==> config.mk <==
export PLATFORM = sky130hd
export DESIGN_NAME = uart_rx_param
export DESIGN_NICKNAME = d
export VERILOG_FILES = /design/src/rtl/uart_rx_param.sv
export SDC_FILE = /design/constraint.sdc
export NUM_CORES = 1
export LEC_CHECK = 0
export ABC_CLOCK_PERIOD_IN_PS = 1800
export CORE_ASPECT_RATIO = 0.7
export CORE_UTILIZATION = 65
export CTS_BUF_LIST = sky130_fd_sc_hd__clkbuf_2 sky130_fd_sc_hd__clkbuf_4 sky130_fd_sc_hd__clkbuf_8
export CTS_CLUSTER_DIAMETER = 100
export CTS_CLUSTER_SIZE = 8
export DETAILED_ROUTE_END_ITERATION = 12
export DONT_BUFFER_PORTS = 1
export PLACE_DENSITY_LB_ADDON = 0.05
export SYNTH_ARGS = -nofsm -noshare
export SYNTH_HDL_FRONTEND = slang
export SYNTH_SLANG_ARGS = --single-unit
==> constraint.sdc <==
create_clock -name clk -period 1.8 [get_ports clk]
set_input_delay 0.27 -clock clk [delete_from_list [all_inputs] [get_ports clk]]
set_output_delay 0.27 -clock clk [all_outputs]
set_load 0.005 [all_outputs]
==> src/rtl/uart_rx_param.sv <==
// Parametrised UART receiver: 2-flop rx synchroniser, mid-bit start validation,
// configurable data width / parity / stop bits, valid/ready word delivery with
// parity, framing and sticky overrun flags.
module uart_rx_param #(
  parameter int unsigned CLOCKS_PER_PULSE = 16,
  parameter int unsigned DATA_BITS        = 8,
  parameter int unsigned PARITY           = 0,
  parameter int unsigned STOP_BITS        = 1
) (
  input  logic                 clk,
  input  logic                 rst,
  input  logic                 rx,
  input  logic                 err_clr,
  input  logic                 ready,
  output logic                 valid,
  output logic [DATA_BITS-1:0] data_out,
  output logic                 parity_err,
  output logic                 frame_err,
  output logic                 overrun,
  output logic                 busy
);

  localparam int unsigned CW = $clog2(CLOCKS_PER_PULSE);
  localparam int unsigned BW = $clog2(DATA_BITS + 1);

  localparam logic [CW-1:0] C_HALF  = CW'(CLOCKS_PER_PULSE / 2 - 1);
  localparam logic [CW-1:0] C_LAST  = CW'(CLOCKS_PER_PULSE - 1);
  localparam logic [CW-1:0] C_ONE   = CW'(1);
  localparam logic [BW-1:0] B_LAST  = BW'(DATA_BITS - 1);
  localparam logic [BW-1:0] B_ONE   = BW'(1);
  localparam logic          S_LAST  = 1'(STOP_BITS - 1);
  localparam logic          PAR_ODD = 1'(PARITY == 1);
  localparam logic          HAS_PAR = 1'(PARITY != 0);

  typedef enum logic [2:0] {
    IDLE   = 3'd0,
    START  = 3'd1,
    DATA   = 3'd2,
    PAR    = 3'd3,
    STOP   = 3'd4
  } state_t;

  state_t               state, state_nxt;
  logic [CW-1:0]        c, c_nxt;
  logic [BW-1:0]        bit_idx, bit_nxt;
  logic                 stop_idx, stop_nxt;
  logic [DATA_BITS-1:0] shift, shift_nxt;
  logic                 perr, perr_nxt;
  logic                 ferr, ferr_nxt;
  logic                 complete;

  logic                 valid_nxt;
  logic [DATA_BITS-1:0] data_nxt;
  logic                 parity_err_nxt;
  logic                 frame_err_nxt;
  logic                 overrun_nxt;
  logic                 busy_nxt;

  logic                 rx_meta;
  logic                 rx_s;
  logic [1:0]           sync_vld;
  logic                 armed;

  // Synchroniser and arming; the reset preset of the flops is not evidence of an
  // idle line, so arming waits until rx_s carries a real sample of rx.
  always_ff @(posedge clk) begin
    if (rst) begin
      rx_meta  <= 1'b1;
      rx_s     <= 1'b1;
      sync_vld <= 2'b00;
      armed    <= 1'b0;
    end else begin
      rx_meta  <= rx;
      rx_s     <= rx_meta;
      sync_vld <= {sync_vld[0], 1'b1};
      if (sync_vld[1] && rx_s) begin
        armed <= 1'b1;
      end
    end
  end

  // State, datapath and output registers.
  always_ff @(posedge clk) begin
    if (rst) begin
      state      <= IDLE;
      c          <= '0;
      bit_idx    <= '0;
      stop_idx   <= 1'b0;
      shift      <= '0;
      perr       <= 1'b0;
      ferr       <= 1'b0;
      valid      <= 1'b0;
      data_out   <= '0;
      parity_err <= 1'b0;
      frame_err  <= 1'b0;
      overrun    <= 1'b0;
      busy       <= 1'b0;
    end else begin
      state      <= state_nxt;
      c          <= c_nxt;
      bit_idx    <= bit_nxt;
      stop_idx   <= stop_nxt;
      shift      <= shift_nxt;
      perr       <= perr_nxt;
      ferr       <= ferr_nxt;
      valid      <= valid_nxt;
      data_out   <= data_nxt;
      parity_err <= parity_err_nxt;
      frame_err  <= frame_err_nxt;
      overrun    <= overrun_nxt;
      busy       <= busy_nxt;
    end
  end

  // Frame sequencing: bit-clock counting and mid-bit / end-of-period sampling.
  always_comb begin
    state_nxt = state;
    c_nxt     = c;
    bit_nxt   = bit_idx;
    stop_nxt  = stop_idx;
    shift_nxt = shift;
    perr_nxt  = perr;
    ferr_nxt  = ferr;
    complete  = 1'b0;

    case (state)
      IDLE: begin
        if (armed && !rx_s) begin
          state_nxt = START;
          c_nxt     = '0;
        end
      end

      START: begin
        if (c == C_HALF) begin
          c_nxt = '0;
          if (!rx_s) begin
            state_nxt = DATA;
            bit_nxt   = '0;
            perr_nxt  = 1'b0;
            ferr_nxt  = 1'b0;
          end else begin
            state_nxt = IDLE;
          end
        end else begin
          c_nxt = c + C_ONE;
        end
      end

      DATA: begin
        if (c == C_LAST) begin
          c_nxt     = '0;
          shift_nxt = {rx_s, shift[DATA_BITS-1:1]};
          bit_nxt   = bit_idx + B_ONE;
          if (bit_idx == B_LAST) begin
            state_nxt = HAS_PAR ? PAR : STOP;
            stop_nxt  = 1'b0;
          end
        end else begin
          c_nxt = c + C_ONE;
        end
      end

      PAR: begin
        if (c == C_LAST) begin
          c_nxt     = '0;
          perr_nxt  = ((^shift) ^ rx_s) != PAR_ODD;
          state_nxt = STOP;
        end else begin
          c_nxt = c + C_ONE;
        end
      end

      STOP: begin
        if (c == C_LAST) begin
          c_nxt    = '0;
          ferr_nxt = ferr | ~rx_s;
          if (stop_idx == S_LAST) begin
            state_nxt = IDLE;
            complete  = 1'b1;
          end else begin
            stop_nxt = 1'b1;
          end
        end else begin
          c_nxt = c + C_ONE;
        end
      end

      default: begin
        state_nxt = IDLE;
        c_nxt     = '0;
      end
    endcase
  end

  // Word delivery, handshake and sticky overrun.
  always_comb begin
    valid_nxt      = valid;
    data_nxt       = data_out;
    parity_err_nxt = parity_err;
    frame_err_nxt  = frame_err;
    overrun_nxt    = overrun & ~err_clr;
    busy_nxt       = (state_nxt != IDLE);

    if (complete) begin
      if (!valid || ready) begin
        valid_nxt      = 1'b1;
        data_nxt       = shift;
        parity_err_nxt = perr;
        frame_err_nxt  = ferr_nxt;
      end else begin
        overrun_nxt = 1'b1;
      end
    end else if (valid && ready) begin
      valid_nxt = 1'b0;
    end
  end

endmodule

==> metrics <==
IO Count 18; Cell Int Power 1180 uW; hpwl dp 2260 um; Inserted Clock Buffers 5; Synth area leaders dfxtp_1 45%, mux2i_1 5.2%, a21oi_1 4.4%, nand3_1 4.1%, nor2_1 3.9%; Yosys top cell area share 0.453; count leader, synth dfxtp_1; Worst Setup End Kind flop; ANT cells 0; Fin Setup TNS 0 ps; dominant cell type by area after synthesis dfxtp_1; part of the power in the clock network 0.393; Reg2Reg Setup Slack 170 ps; register area share after synthesis 0.453; combinational power share 0.015; share of layout cells above drive strength 1 0.138; GRT Total Usage 0.243; Max Clk Rate 612 MHz; Final period util 0.908; Final Hold Fails 0; Final min period 1630 ps; P per Cell Area 808 nW/um^2; Synth Cell Area 1720 um^2; Max Cap Viol 0; CTS tree built; I/O Buffers 0; number of clock sinks 39; DRT iter0 DRCs 73; FP Rows 15; GP Congestion 0.863; Post-DRT Antenna Nets 0; Die X 63.5 um; Total Power 1480 uW; CP required 2010 ps; Syn-to-layout area delta 6.25%; Synth Register Bits 39; RSZ-0062 raised after global routing no; largest net degree at the start of global routing 39; via count 1282; Worst Setup Path Type flop to flop; leakage power 0.000754 uW; global-route wire length before repair 5120 um; Non-Filler Instances 222; Synth Area per Inst 9.26 um^2; crit path DAT 1840 ps; pins over their slew limit 0; DRC 0; Yosys warning count 0; Distinct cells, synth 41; Clock Skews 5.60 ps; Worst slew margin 0.670; Post-Synthesis Cells 186; Net Sw Frac 0.199; # setup viols final 0; hold buffer count at cts 0; Avg WL per Cell 14.2 um; Worst Hold Class primary input to flop; Root Buffer clkbuf_8; number of synthesized flops with an enable pin 0; Die H 45.1 um; Startpoint Class flop; Synth async-reset ratio 0; clock transition at the registers of the reported paths 70 ps; total gr overflow 0; outcome completed; CTS max path bufs 2; slew at the pin closest to its max-slew limit 494 ps; Syn Nets 193; final net count 194; Post-synth top flop dfxtp_1; total die area 2860 um^2; CP max FO 11; vias in the first global route 1134; core box area 2480 um^2; net switching power 295 uW; Commonest cells post-synth 39 x dfxtp_1, 18 x nor2_1, 15 x a21oi_1, 15 x nand2_1, 14 x nand3_1; initial antenna violation count 0; post-CTS setup buffers 0; worst-skew pair later-pin latency 290 ps; VDD IR max 0.631 mV; Starting Density 0.695; DR pass1 iterations 4; number of vias per cell 5.77; detailed-route wire length 3160 um; sequential share of power 0.592; placed insts 214; maximum level of the CTS H-tree 2
cell usage in the layout, fill, tap and decap left out, types with 3 or more instances in the layout:
cell type	synthesis	routed
dfxtp_1	39	38
o21ai_0	3	3
nor3_1	5	5
nand3_1	14	14
xor2_1	6	6
nor2_1	18	18
clkbuf_8	0	5
buf_4	5	6
xnor2_1	4	4
nand2_1	15	15
o211ai_1	6	6
inv_1	6	6
mux2i_1	9	9
nand3b_1	4	4
a21oi_1	15	15
timing repair:
action,4_1_cts,5_1_grt
hold endpoints to repair,0,0
gates resized for setup,0,3
endpoints found under the setup margin,0,17
per-layer routing:
metal | global-route usage | up-vias | part of all wire
met4 | 0.109 | 0 | 0.0092
met5 | 0 | - | 0
met2 | 0.366 | 50 | 0.42
met1 | 0.333 | 580 | 0.49
met3 | 0.0631 | 5 | 0.081
li1 | - | 647 | -
per-stage QoR:
stage / worst slack (ps) / hold WS (ps) / instance area (um^2) / utilization
5_1_grt: 25.1 / 34.2 / 1830 / 0.739
2_1_floorplan: 297 / 374 / 1720 / -
3_5_place_dp: 51.6 / 343 / 1740 / 0.701
6_report: 166 / 40.6 / 1830 / 0.739
4_1_cts: 29.3 / 32.3 / 1830 / 0.737
3_3_place_gp: 158 / 339 / 1740 / 0.701
registers in the layout, indices dropped and copies added (netlist names), 2 cells and up:
| signal | cells |
|---|---|
| data_out | 8 |
| shift | 8 |
| bit_idx | 4 |
| c | 4 |
| state | 3 |
| sync_vld | 2 |
cell type report:
type | instances | area, um^2
clock buffer | 7 | 83.8
clock inverter | 1 | 5.00
fill | 205 | 647
inverter | 6 | 22.5
multi-input combinational | 129 | 850
sequential | 39 | 782
tap | 34 | 42.5
timing repair buffer | 6 | 45.0
power groups by stage:
stage	logic (uW)	clock network [uW]	registers (uW)
after floorplan	28.2	0	893
after global placement	20.9	0	894
after detailed placement	21.6	0	895
after CTS	21.8	596	875
after global routing	24.3	619	875
final	21.9	581	875
path summary, 6_finish.rpt:
check                           depth (start not counted)  startpoint   endpoint
worst min register to register                          1     rx_meta       rx_s
worst max register to register                          5        c[0]  frame_err
worst max-delay path                                    5        c[0]  frame_err
worst min-delay path                                    1         rst       c[1]
logic make-up after synthesis:
| family | count (synthesis) | share of synthesized area |
|---|---|---|
| AO/OA/AOI/OAI | 33 | 0.125 |
| XOR/XNOR | 11 | 0.0639 |
| adder cells (fa/ha/maj) | 2 | 0.0145 |
| buffers and inverters | 18 | 0.0559 |
| flip-flops | 39 | 0.453 |
| multiplexers | 9 | 0.0523 |
| AND/OR/NAND/NOR | 74 | 0.235 |
worst max-delay path, cell delays in order (launching register included):
cell and delay, ps:
dfxtp_1 410, ha_2 250, and3_2 310, nand2_1 120, o22a_1 240, a211oi_1 220
(Power assumes the default switching activity.)
